### config.mk
export PLATFORM = sky130hd
export DESIGN_NAME = arbitro_calculo
export DESIGN_NICKNAME = d
export VERILOG_FILES = /design/src/rtl/arbitro_pkg.sv /design/src/rtl/seletor_rr.sv /design/src/rtl/arbitro_calculo.sv
export SDC_FILE = /design/constraint.sdc
export NUM_CORES = 1
export LEC_CHECK = 0
export CAP_MARGIN = 40
export CORE_UTILIZATION = 34
export DETAILED_ROUTE_END_ITERATION = 10
export RECOVER_POWER = 50
export REMOVE_ABC_BUFFERS = 1
export SLEW_MARGIN = 10
export SYNTH_ARGS = -nofsm -noshare
export SYNTH_HDL_FRONTEND = slang
export SYNTH_SLANG_ARGS = --single-unit
### constraint.sdc
create_clock -name clk -period 3.86 [get_ports clk]
set_input_delay 0.772 -clock clk [delete_from_list [all_inputs] [get_ports clk]]
set_output_delay 0.772 -clock clk [all_outputs]
set_load 0.03 [all_outputs]
### src/rtl/arbitro_pkg.sv
// Shared types and default sizing for the round-robin compute arbiter.
package arbitro_pkg;
  localparam int N_DEF       = 4;
  localparam int DW_DEF      = 8;
  localparam int TIMEOUT_DEF = 15;

  typedef enum logic [1:0] {
    OCIOSO  = 2'd0,
    CALCULA = 2'd1,
    LIMPA   = 2'd2
  } estado_t;
endpackage

### src/rtl/seletor_rr.sv
// Combinational round-robin picker: first asserted request at or after ptr, wrapping modulo N.
module seletor_rr #(
  parameter int N  = 4,
  parameter int IW = 2
) (
  input  logic [N-1:0]  req,
  input  logic [IW-1:0] ptr,
  output logic [N-1:0]  win,
  output logic [IW-1:0] win_idx
);
  logic [IW-1:0] pos;
  logic          found;

  always_comb begin
    win     = '0;
    win_idx = '0;
    found   = 1'b0;
    pos     = '0;
    for (int k = 0; k < N; k++) begin
      pos = IW'((int'(ptr) + k) % N);
      if (!found && req[pos]) begin
        found        = 1'b1;
        win[pos]     = 1'b1;
        win_idx      = pos;
      end
    end
  end
endmodule

### src/rtl/arbitro_calculo.sv
// Round-robin arbiter sharing one compute unit among N requesters.
// Define ARBITRO_TIMEOUT_EN to add the CALCULA watchdog (erro pulse + forced unit reset).
module arbitro_calculo
  import arbitro_pkg::*;
#(
  parameter int N              = N_DEF,
  parameter int DW             = DW_DEF,
  parameter int TIMEOUT_CICLOS = TIMEOUT_DEF
) (
  input  logic            clk,
  input  logic            rst,
  input  logic [N-1:0]    req,
  input  logic [N*DW-1:0] x_in,
  output logic [N-1:0]    gnt,
  output logic [N-1:0]    ack,
  output logic [DW-1:0]   y_out,
  output logic            erro,
  output logic            inicio,
  output logic [DW-1:0]   x_unid,
  output logic            rst_unid,
  input  logic            pronto,
  input  logic [DW-1:0]   y_unid
);
  localparam int IW = $clog2(N);

  estado_t       estado, estado_d;
  logic [IW-1:0] ptr, ptr_d, idx, idx_d;
  logic [N-1:0]  gnt_d, ack_d;
  logic [DW-1:0] y_d, xu_d;
  logic          inicio_d, ru_d;
  logic [N-1:0]  sel_win;
  logic [IW-1:0] sel_idx;

  seletor_rr #(.N(N), .IW(IW)) u_sel (
    .req     (req),
    .ptr     (ptr),
    .win     (sel_win),
    .win_idx (sel_idx)
  );

`ifdef ARBITRO_TIMEOUT_EN
  localparam int CW = $clog2(TIMEOUT_CICLOS + 1);
  logic [CW-1:0] cnt, cnt_d;
  logic          erro_d;
  logic          estouro;
  assign estouro = (cnt == CW'(TIMEOUT_CICLOS));
`else
  assign erro = 1'b0;
`endif

  always_comb begin
    estado_d = estado;
    ptr_d    = ptr;
    idx_d    = idx;
    gnt_d    = gnt;
    ack_d    = '0;
    y_d      = y_out;
    inicio_d = inicio;
    xu_d     = x_unid;
    ru_d     = rst_unid;
`ifdef ARBITRO_TIMEOUT_EN
    cnt_d    = cnt;
    erro_d   = 1'b0;
`endif
    case (estado)
      OCIOSO: begin
        ru_d     = 1'b0;
        gnt_d    = '0;
        inicio_d = 1'b0;
        if (|req) begin
          idx_d    = sel_idx;
          gnt_d    = sel_win;
          xu_d     = x_in[int'(sel_idx)*DW +: DW];
          inicio_d = 1'b1;
          estado_d = CALCULA;
`ifdef ARBITRO_TIMEOUT_EN
          cnt_d    = '0;
`endif
        end
      end
      CALCULA: begin
        // pronto is checked before the watchdog so a same-cycle finish still acks
        if (pronto) begin
          y_d        = y_unid;
          ack_d[idx] = 1'b1;
          inicio_d   = 1'b0;
          ru_d       = 1'b1;
          estado_d   = LIMPA;
        end
`ifdef ARBITRO_TIMEOUT_EN
        else if (estouro) begin
          erro_d   = 1'b1;
          inicio_d = 1'b0;
          ru_d     = 1'b1;
          estado_d = LIMPA;
        end else begin
          cnt_d = cnt + 1'b1;
        end
`endif
      end
      LIMPA: begin
        ru_d     = 1'b0;
        gnt_d    = '0;
        ptr_d    = (idx == IW'(N - 1)) ? '0 : idx + 1'b1;
        estado_d = OCIOSO;
      end
      default: estado_d = OCIOSO;
    endcase
  end

  always_ff @(posedge clk or negedge rst) begin
    if (!rst) begin
      estado   <= OCIOSO;
      ptr      <= '0;
      idx      <= '0;
      gnt      <= '0;
      ack      <= '0;
      y_out    <= '0;
      inicio   <= 1'b0;
      x_unid   <= '0;
      rst_unid <= 1'b1;
    end else begin
      estado   <= estado_d;
      ptr      <= ptr_d;
      idx      <= idx_d;
      gnt      <= gnt_d;
      ack      <= ack_d;
      y_out    <= y_d;
      inicio   <= inicio_d;
      x_unid   <= xu_d;
      rst_unid <= ru_d;
    end
  end

`ifdef ARBITRO_TIMEOUT_EN
  always_ff @(posedge clk or negedge rst) begin
    if (!rst) begin
      cnt  <= '0;
      erro <= 1'b0;
    end else begin
      cnt  <= cnt_d;
      erro <= erro_d;
    end
  end
`endif
endmodule

Word level (Yosys, flattened, before mapping)
Index checks and enable logic that the tools add are counted.

Output and inout port bits: 27. Word-level logic and storage cells: 96. Register bits: 32.

Order comparisons: 10. Add/subtract/negate cells: 4. Shifts and indexed selects: 1. Bitwise operators: 3. Mux-type cells: 42. Eq/ne operators: 5. Reductions and logical operators: 22.

Operator list (number): variable part select 32 x 6 -> 8 bit (1); 2-to-1 mux 4 bit (7); less-than comparator 2 x 3 -> 1 bit, second input constant (5); 2-to-1 mux 1 bit (15); 2-to-1 mux 2 bit (7); bitwise OR 4 bit (3); demux 1 bit (select 2 bit) (5); greater-or-equal comparator 2 x 1 -> 1 bit, second input constant (5); AND reduction 2 bit (5); binary-select mux 1 bit (select 2 bit) (4); logical AND 1 bit (8); case mux 4 bit (2 select lines) (1); nonzero test 2 bit (3); adder 2 x 1 -> 2 bit, second input constant (2); adder 2 bit, second input constant (2); == test 2 bit, second input constant (2); inequality test 2 bit, second input constant (2); case mux 1 bit (2 select lines) (2); case mux 2 bit (2 select lines) (1); OR reduction 4 bit (1); logical NOT 1 bit (3); == test 2 x 1 -> 1 bit, second input constant (1); logical NOT 2 bit (1); OR reduction 2 bit (1).

Depth between registers and ports, before layout
Gate-level depths: netlist of the first run.

Depth in word-level cells: 14. Mapped depth: 11. Depth with buffers taken out: 8.

Hierarchy
From an unflattened synthesis of the first run, not the netlist that was laid out.

Cells, all modules: 157. Area total of the unflattened synthesis: 1996.9 sq um.

By module, submodules not included: arbitro_calculo (instances 1, seq. area each 802.0 sq um, cells each 92, area each 1507.7 sq um); seletor_rr (instances 1, seq. area each 0.0 sq um, cells each 65, area each 489.2 sq um).

Worst setup path before layout of the first run
Ideal clock, no wire load.

Path type: register to register. Start point: reg ptr[0]. End point: reg x_unid[0]. Data arrival time: 2546 ps. Setup slack: 1182 ps. Setup time: 132 ps. Data required time: 3728 ps. Stages on the path, launching flop included: 11. Cells stage by stage: dfrtp_1 buf_6 inv_1 ha_1 mux4_2 or2_1 or4_1 o31ai_1 or2_2 buf_4 o221ai_2.

Longest elaborated chain between the ends: 13. Elaborated cells between the ends (all ways): 25. Those cells by class: 3 x add/sub; 1 x shift; 15 x mux; 6 x reduce/logical.

RTL lines: start, declared (RTL line arbitro_calculo.sv:27) `logic [IW-1:0] ptr, ptr_d, idx, idx_d;`; start signal, assigned (RTL line arbitro_calculo.sv:124) `ptr <= ptr_d;`; branches (longest 11 deep; another with adder 2 x 1 -> 2 bit); 2-to-1 mux 2 bit * (RTL line seletor_rr.sv:21) `if (!found && req[pos]) begin`; variable part select 32 x 6 -> 8 bit * (RTL line arbitro_calculo.sv:73) `xu_d = x_in[int'(sel_idx)*DW +: DW];`; end signal, assigned (RTL line arbitro_calculo.sv:130) `x_unid <= xu_d;`; end, declared (RTL line arbitro_calculo.sv:19) `output logic [DW-1:0] x_unid,`.

Mark *: on every way between the ends. The select of a mux whose other input is x is not followed. A chain may end at the register's enable or synchronous reset.

Worst setup path after layout of the first run
Start point: in req[2]. End point: reg x_unid[2].

Longest elaborated chain between the ends: 13. Elaborated cells between the ends (all ways): 24. Those cells by class: 1 x shift; 15 x mux; 8 x reduce/logical.

RTL lines: start, declared (RTL line arbitro_calculo.sv:12) `input logic [N-1:0] req,`; binary-select mux 1 bit (select 2 bit) (RTL line seletor_rr.sv:21); 2-to-1 mux 1 bit (not written as such) (RTL line seletor_rr.sv:21); 2-to-1 mux 1 bit (RTL line seletor_rr.sv:21); logical NOT 1 bit (RTL line seletor_rr.sv:21); logical AND 1 bit (RTL line seletor_rr.sv:21); 2-to-1 mux 1 bit (RTL line seletor_rr.sv:21); logical NOT 1 bit (RTL line seletor_rr.sv:21); logical AND 1 bit (RTL line seletor_rr.sv:21); 2-to-1 mux 1 bit (RTL line seletor_rr.sv:21); logical NOT 1 bit (RTL line seletor_rr.sv:21); logical AND 1 bit (RTL line seletor_rr.sv:21); 2-to-1 mux 2 bit (RTL line seletor_rr.sv:21); variable part select 32 x 6 -> 8 bit (RTL line arbitro_calculo.sv:73).

Parallel ways exist; a longest one is shown, timed or not. The select of a mux whose other input is x is not followed.

==> metrics.md, run 1 <==
| Metric | Value |
|---|---|
| Status | finished with violations |
| Violated checks | capacitance limit, slew limit |
| GRT overflow | 0 |
| Post-route minimum period | 3198 ps |
| Setup violators final | 0 |
| Setup_tns | 0 ps |
| Fraction of layout cells with a size suffix above 1 | 0.1067 |
| Synth top area share | 0.4031 |
| Number of port buffers | 72 |
| All-Layer GR Usage | 0.1527 |
| Mapped Area | between 1500 and 2000 sq um |
| Crit path launch type | primary input |
| Slew Limit Headroom | -0.09376 |
| Final period utilization | 0.8285 |
| Hold WC Path Type | flip-flop to flip-flop |
| Pre-antenna DRT Iters | 4 |
| Routability cong. | 0.7919 |
| Core area | 5473 sq um |
| Initial antenna violation count | 0 |
| Critical Path Sink | x_unid[2] |
| MaxCap Viol Count | 1 |
| Sequential share of the synthesized area | 0.4168 |
| Max Slew Vio Count | 33 |
| Post-synth EDFFs | 0 |
| Largest net degree at the start of global routing | 33 |
| Setup slack, reg-to-reg | 790 ps |
| Post-CTS Setup Bufs | 0 |
| First-pass GRT wire length | slightly above 7 mm |
| PostCTS Resize Cnt | 0 |
| Dpl ws | 382.9 ps |
| I/O Pins | 74 |
| Crit-path max FO | 10 |
| Initial Util | 0.3516 |
| Clk pin slew, worst setup/hold paths | about 70 ps |
| Syn-to-layout area delta | 44.60% |
| Clock skew | 6.971 ps |
| Post-synth top cells | nand2_1 (42), dfrtp_1 (31), mux2i_1 (18) |
| Synth top area cells | dfrtp_1 (40%), mux2i_1 (9.4%), nand2_1 (8.2%) |
| Later-pin clock latency in the skew report | approximately 280 ps |
| CP Capture Type | flip-flop |
| Antenna diode count | 0 |
| Number of global-route vias before repair | 1599 |
| Post-synth ARST share | 1.000 |
| H-tree depth | 2 |
| Yosys warning total | 0 |
| Hold buffer count at CTS | 0 |
| Worst-Margin Slew | 1641 ps |
| Worst endpoint required time | 4060 ps |
| DR WL/cell | 12.51 um |
| Routed WL | just over 4 mm |
| Fmax | roughly 0.31 GHz |
| WS Path Type | primary input to flip-flop |
| Die ar. | 5964 sq um |
| Final hold vios | 0 |
| Post-DRT Antenna Nets | 0 |
| Most numerous cell in the Yosys netlist | nand2_1 |
| DR vias | 1563 |
| Leak pwr | 0.001250 uW |
| Cells after Synth | around 180 |
| Core Util, Final | 0.5085 |
| DRC Markers | 0 |
| Critical register-to-register path endpoint | x_unid[2] |
| Final net count | between 300 and 400 |
| Setup WS post-layout | 662.0 ps |
| Clock Path Buffers | 2 |
| CTS Root Cell | clkbuf_8 |
| #FFs+latches synth | 32 |
| Num CTS Buffers | 5 |
| PwrDens | slightly above 800 nW/um^2 |
| Yosys cell types | 30 |
| Worst R2R Start | ptr[1] |
| Peak VDD IR | 0.0003327 V |
| R2R cell count | 8 |
| Row count | 27 |
| CTS tree | done |
| Via density | 4.809 |
| Die height | 77.23 um |
| DR iter-0 viols | 88 |
| RSZ-0062 raised after global routing | false |
| Die X | 77.23 um |
| Crit path from | req[2] |
| Post-DP HPWL | 3.053 mm |
| Critical path arrival | around 3400 ps |
| Avg Inst Size Synth | about 11 sq um |
| Synth Flop Type | dfrtp_1 |
| CTS Sinks | 32 |
| Area leader, netlist | dfrtp_1 |
==> power by group <==
part           leakage [uW]  switching [uW]  internal [uW]
Sequential         0.000403             102            483
Clock             0.0000541             121            191
Combinational      0.000793             751            601
Total               0.00125             974           1280
==> worst min-delay path by stage <==
stage / start / to / slack (ps) / cells after the start
floorplan: rst / ack[0] / 480 / 0
global route: rst_unid / rst_unid / 510 / 2
CTS: rst_unid / rst_unid / 470 / 2
detailed placement: rst_unid / rst_unid / 460 / 2
finish: rst_unid / rst_unid / 470 / 2
global placement: rst_unid / rst_unid / 460 / 2
==> registers in the layout (all words and copies together), names as in the netlist <==
register  count
ptr           2
rst_unid      1
ack           4
estado        2
gnt           4
idx           2
x_unid        8
inicio        1
y_out         8
==> critical path: stages <==
cell and delay, ps:
clkdlybuf4s50_1 520, mux4_2 610, or2_1 270, or4_1 480
o31ai_1 100, nand2b_1 360, o221ai_2 290
==> area by class of cell <==
| cell class | instances | area, sq um |
|---|---|---|
| clock inverter | 3 | 42.54 |
| sequential | 32 | 802.0 |
| multi-input combinational | 132 | 1017 |
| tap | 72 | 90.09 |
| timing repair buffer | 75 | 739.5 |
| inverter | 6 | 22.52 |
| fill | 534 | 2690 |
| clock buffer | 5 | 68.82 |
==> kinds of logic after synthesis <==
family	share of synthesized area
fa+ha+maj	0.07802
simple gates	0.1483
compound gates	0.1443
buf+inv	0.05462
mux	0.1560
other cells	0.001949
flops	0.4168
==> layout by cell type, fill, tap and decap left out, types with 4 or more instances in the layout <==
cell type / synthesis / routed
clkdlybuf4s50_1: 0 / 69
nand2_1: 42 / 42
dfrtp_1: 31 / 31
mux2i_1: 18 / 18
ha_1: 12 / 12
o21ai_0: 9 / 9
o221ai_2: 8 / 8
nor2_1: 7 / 7
inv_1: 6 / 6
clkbuf_8: 0 / 5
a22oi_1: 4 / 4
a221oi_1: 4 / 4
==> layer usage <==
metal  GRT usage  up-vias  share of wire
met2      0.2354       78           0.44
li1            -      781              -
met3     0.07024        4           0.10
met5           0        -              0
met4     0.03962        0         0.0081
met1      0.1920      700           0.45
==> stage by stage <==
stage               instances  total power, uW  instance area (sq um)  hold WS (ps)
floorplan                 170             1495                   1842         476.4
global placement          317             1954                   2675         456.8
detailed placement        317             1960                   2675         461.4
CTS                       325             2284                   2786         473.9
global route              325             2426                   2783         507.2
finish                    325             2249                   2783         473.8
No activity file was read; power rests on OpenSTA's default activity.
==> run 2, diff against run 1 <==
--- a/config.mk
+++ b/config.mk
@@ -8,6 +8,7 @@
 export CAP_MARGIN = 40
 export CORE_UTILIZATION = 34
 export DETAILED_ROUTE_END_ITERATION = 10
+export PLACE_DENSITY = 0.67
 export RECOVER_POWER = 50
 export REMOVE_ABC_BUFFERS = 1
 export SLEW_MARGIN = 10
==> constraint.sdc (replaced) <==
create_clock -name clk -period 2.7 [get_ports clk]
set_input_delay 0.54 -clock clk [delete_from_list [all_inputs] [get_ports clk]]
set_output_delay 0.54 -clock clk [all_outputs]
set_load 0.03 [all_outputs]
==> metrics.md, run 2 (synthesized netlist as in run 1, its figures left out) <==
| Metric | Value |
|---|---|
| DR WL/cell | 11.92 um |
| Initial Util | 0.3516 |
| Peak VDD IR | 0.0004852 V |
| Initial antenna violation count | 0 |
| Slew Limit Headroom | -0.1002 |
| Net Sw Frac | 0.4287 |
| Commonest non-fill, non-tap cell in the layout | clkdlybuf4s50_1 |
| Die ar. | 5964 sq um |
| Hold buffer count at CTS | 0 |
| MaxCap Viol Count | 1 |
| Final period utilization | 0.9595 |
| Antenna diode count | 0 |
| DR iter-0 viols | 30 |
| Largest registers | x_unid: 8 flops, y_out: 8 flops |
| CP max stage delay | 490 ps |
| First-pass GRT wire length | 7.127 mm |
| Clk pin slew, worst setup/hold paths | approximately 60 ps |
| CTS tree | done |
| CTS Sinks | 32 |
| Crit path launch type | primary input |
| Final net count | 321 |
| Violated checks | capacitance limit, slew limit |
| Hold endpoint | rst_unid |
| CP max stage cell | mux4_2 |
| Later-pin clock latency in the skew report | 280 ps |
| Critical register-to-register path endpoint | x_unid[5] |
| PostCTS Resize Cnt | 0 |
| Setup WS post-layout | 109.3 ps |
| Critical path arrival | 2750 ps |
| Die height | 77.23 um |
| HP Start | rst_unid |
| Routed WL | 3.993 mm |
| Cells along the critical path | clkdlybuf4s50_1 > mux4_2 > or2_1 > or4_1 > o31ai_1 > or2_2 > o221ai_2 |
| Post-DP HPWL | just over 3 mm |
| Hold WC Path Type | flip-flop to flip-flop |
| Total power | 3255 uW |
| Leak pwr | roughly 0.0013 uW |
| PwrDens | 1140 nW/um^2 |
| Worst R2R Start | ptr[0] |
| RSZ-0062 raised after global routing | false |
| Post-DRT Antenna Nets | 0 |
| Flop pwr share | 0.251 |
| Number of port buffers | 72 |
| Clock Path Buffers | 2 |
| Crit-path max FO | 8 |
| I/O Pins | 74 |
| WS Path Type | primary input to flip-flop |
| Routability cong. | between 0.7 and 0.8 |
| R2R cell count | 7 |
| Max Slew Vio Count | 33 |
| Number of global-route vias before repair | 1589 |
| Largest net degree at the start of global routing | 33 |
| Internal power | roughly 1900 uW |
| All-Layer GR Usage | 0.1494 |
| Gate power share | 0.634 |
| Post-CTS Setup Bufs | 0 |
| Worst hold path depth | 2 |
| DR vias | 1603 |
| Fmax | approximately 0.39 GHz |
| CP Capture Type | flip-flop |
| CP delay by family, top | simple AND/OR/NAND/NOR gates |
| Most frequent cells in the layout | clkdlybuf4s50_1 (66), nand2_1 (42), dfrtp_1 (31) |
| Buf/Inv on CP | 1 |
| NetSw | 1395 uW |
| Hold Slack | 469.1 ps |
| Worst endpoint required time | 2860 ps |
| Via density | 4.785 |
| Row count | 27 |
| GRT overflow | 0 |
| Dpl ws | -212.5 ps |
| Clock network power share | 0.115 |
| Core area | 5473 sq um |
| Post-route minimum period | 2591 ps |
| Fraction of layout cells with a size suffix above 1 | 0.1369 |
| CTS Root Cell | clkbuf_8 |
| H-tree depth | 2 |
| Pre-antenna DRT Iters | 4 |
| Final hold vios | 0 |
| Status | finished with violations |
| Setup violators final | 0 |
| Num CTS Buffers | 5 |
| Clock skew | 5.327 ps |
| Syn-to-layout area delta | 48.31% |
| DRC Markers | 0 |
| Worst-Margin Slew | 1650 ps |
| Die X | 77.23 um |
| Setup slack, reg-to-reg | 210 ps |
run 2: cell count changes in the layout (fill, tap and decap cells not counted), sizes merged:
cell	previous run	this run
buf	2	12
bufinv	1	0
clkbuf	6	9
clkdlybuf4s50	69	66
clkinv	1	0
clkinvlp	1	0
dlygate4sd3	3	4
dlymetal6s2s	0	2
run 2: power by group through the flow:
stage	sequential (uW)	clock [uW]	combinational, uW
final	817	374	2060
after global routing	850	409	2250
after CTS	819	385	2090
after detailed placement	823	0	2090
after global placement	819	0	2080
after floorplan	1170	0	971
run 2: through the flow:
stage                     area [sq um]    util  instances  setup TNS [ps]
after detailed placement          2763  0.5048        327           -1678
final                             2854  0.5215        335               0
after CTS                         2853  0.5213        335               0
after global placement            2763  0.5048        327           -1283
after floorplan                   1842       -        170           -2861
after global routing              2854  0.5215        335               0
run 2: how the worst max path moves through the flow:
stage,end,startpoint,cells after the start
detailed placement,x_unid[5],req[3],7
global placement,x_unid[0],req[1],7
finish,x_unid[5],req[0],7
CTS,x_unid[5],req[3],7
floorplan,x_unid[0],ptr[0],8
global route,x_unid[6],req[0],8
run 2: cell type report:
cell class                 instances  area (sq um)
multi-input combinational        132          1017
tap                               72         90.09
sequential                        32         802.0
clock buffer                       8         90.09
timing repair buffer              85         832.0
inverter                           6         22.52
fill                             529          2619
run 2: routing by layer:
metal | GRT usage | share of wire
met1 | 0.1838 | 0.46
met2 | 0.2398 | 0.44
met3 | 0.05476 | 0.084
met4 | 0.05094 | 0.014
met5 | 0 | 0
run 2: worst min-delay path, delay by kind of cell (launching register included):
kind | cells | cell delay [ps]
flops | 1 | 360
simple gates | 2 | 100
==> run 3, diff against run 2 <==
--- a/config.mk
+++ b/config.mk
@@ -5,10 +5,10 @@
 export SDC_FILE = /design/constraint.sdc
 export NUM_CORES = 1
 export LEC_CHECK = 0
-export CAP_MARGIN = 40
+export CAP_MARGIN = 20
 export CORE_UTILIZATION = 34
 export DETAILED_ROUTE_END_ITERATION = 10
-export PLACE_DENSITY = 0.67
+export PLACE_DENSITY = 0.66
 export RECOVER_POWER = 50
 export REMOVE_ABC_BUFFERS = 1
 export SLEW_MARGIN = 10
==> metrics.md, run 3 (synthesized netlist as in run 1, its figures left out) <==
| Metric | Value |
|---|---|
| Status | finished with violations |
| Violated checks | capacitance limit, slew limit |
| Clock Path Buffers | 2 |
| # placed instances | 326 |
| Initial Util | 0.3516 |
| Clk pin slew, worst setup/hold paths | 60 ps |
| Hold Slack | 476.7 ps |
| DR iter-0 viols | 30 |
| Worst-Margin Slew | 1646 ps |
| Post-route minimum period | 2608 ps |
| Area of placed instances | 2755 sq um |
| Final net count | 320 |
| DR WL/cell | 12.07 um |
| Leak pwr | 0.001316 uW |
| Die X | 77.23 um |
| RSZ-0062 raised after global routing | false |
| Hold WC Path Type | flip-flop to flip-flop |
| Core Util, Final | 0.5210 |
| GRT overflow | 0 |
| CP Capture Type | flip-flop |
| Via density | 4.674 |
| Post-DRT Antenna Nets | 0 |
| Setup violators final | 0 |
| Final period utilization | 0.9658 |
| H-tree depth | 2 |
| Routability cong. | between 0.7 and 0.8 |
| Fmax | approximately 0.38 GHz |
| CTS Root Cell | clkbuf_8 |
| Critical path arrival | around 2800 ps |
| Num CTS Buffers | 5 |
| MaxCap Viol Count | 1 |
| Most frequent cells in the layout | clkdlybuf4s50_1 (65), nand2_1 (42), dfrtp_1 (31) |
| Worst endpoint required time | between 2000 and 3000 ps |
| Finished Layout Cells | 334 |
| PwrDens | roughly 1100 nW/um^2 |
| DR vias | 1561 |
| Fraction of layout cells with a size suffix above 1 | 0.1374 |
| Post-route cell area | 2851 sq um |
| Slew Limit Headroom | -0.09748 |
| Die height | roughly 77 um |
| Commonest non-fill, non-tap cell in the layout | clkdlybuf4s50_1 |
| Post-DP HPWL | 3.147 mm |
| Later-pin clock latency in the skew report | 270 ps |
| Largest net degree at the start of global routing | 33 |
| Core area | ~5500 sq um |
| Crit path launch type | primary input |
| DRC Markers | 0 |
| Peak VDD IR | 0.0005369 V |
| Crit-path max FO | 8 |
| Initial antenna violation count | 0 |
| Pre-antenna DRT Iters | 4 |
| First-pass GRT wire length | 6.865 mm |
| Antenna diode count | 0 |
| Number of global-route vias before repair | about 1600 |
| Die ar. | a little under 6000 sq um |
| Total power | 3235 uW |
| I/O Pins | 74 |
| Routed WL | 4.033 mm |
| Max Slew Vio Count | 33 |
| CTS tree | done |
| Largest registers | x_unid: 8 flops, y_out: 8 flops |
| All-Layer GR Usage | 0.1440 |
| Final hold vios | 0 |
| Clock skew | 7.297 ps |
| Syn-to-layout area delta | 48.18% |
| CTS Sinks | 32 |
| Row count | 27 |
| WS Path Type | primary input to flip-flop |
| Number of port buffers | 72 |
-- run 3: cell types whose count changed in the layout (fill, tap and decap cells not counted), sizes merged --
cell           before  now
buf                12   11
clkdlybuf4s50      66   65
clkbuf              9    8
clkinv              0    1
dlymetal6s2s        2    3
-- run 3: timing repair --
item	in CTS	in global routing
resized for setup	0	6
setup buffers	0	0
endpoints found under the setup margin	0	8
hold buffers	0	0
-- run 3: cell type report --
class | instances | area (sq um)
Timing Repair Buffer | 84 | 830.8
Clock inverter | 1 | 5.005
Inverter | 6 | 22.52
Multi-Input combinational cell | 132 | 1025
Fill cell | 516 | 2621
Clock buffer | 7 | 76.32
Sequential cell | 32 | 802.0
Tap cell | 72 | 90.09
-- run 3: worst paths after layout --
check                         start  cells after the start        end  slack [ps]
min                        y_out[1]                      2   y_out[1]         480
min reg2reg                y_out[1]                      2   y_out[1]         480
max reg2reg                  ptr[0]                      8  x_unid[3]         160
max in group asynchronous       rst                      2  estado[0]         520
min in group asynchronous       rst                      2   y_out[3]        1230
max                          req[2]                      7  x_unid[3]          90
-- run 3: stage by stage --
| step | setup WS [ps] | TNS, ps |
|---|---|---|
| after CTS | 42.12 | 0 |
| after global routing | 7.247 | 0 |
| after floorplan | -338.6 | -2861 |
| after detailed placement | -238.9 | -1870 |
| final | 92.39 | 0 |
| after global placement | -208.0 | -1578 |
-- run 3: where the power goes --
group	switching [uW]	internal, uW	leakage, uW
clock network	155	180	0.0000422
registers	129	692	0.000403
logic	1110	972	0.000871
total	1390	1840	0.00132
-- run 3: critical path: stages --
cell	delay, ps
clkdlybuf4s50_1	460
mux4_2	490
or2_1	260
or4_1	470
o31ai_1	110
or2_2	320
o221ai_2	120
-- run 3: routing by layer --
layer  global-route usage  part of all wire  up-vias
met3              0.05476             0.083        2
met2               0.2363              0.45       65
met5                    0                 0        -
met4              0.03396            0.0057        0
met1               0.1775              0.46      703
li1                     -                 -      791
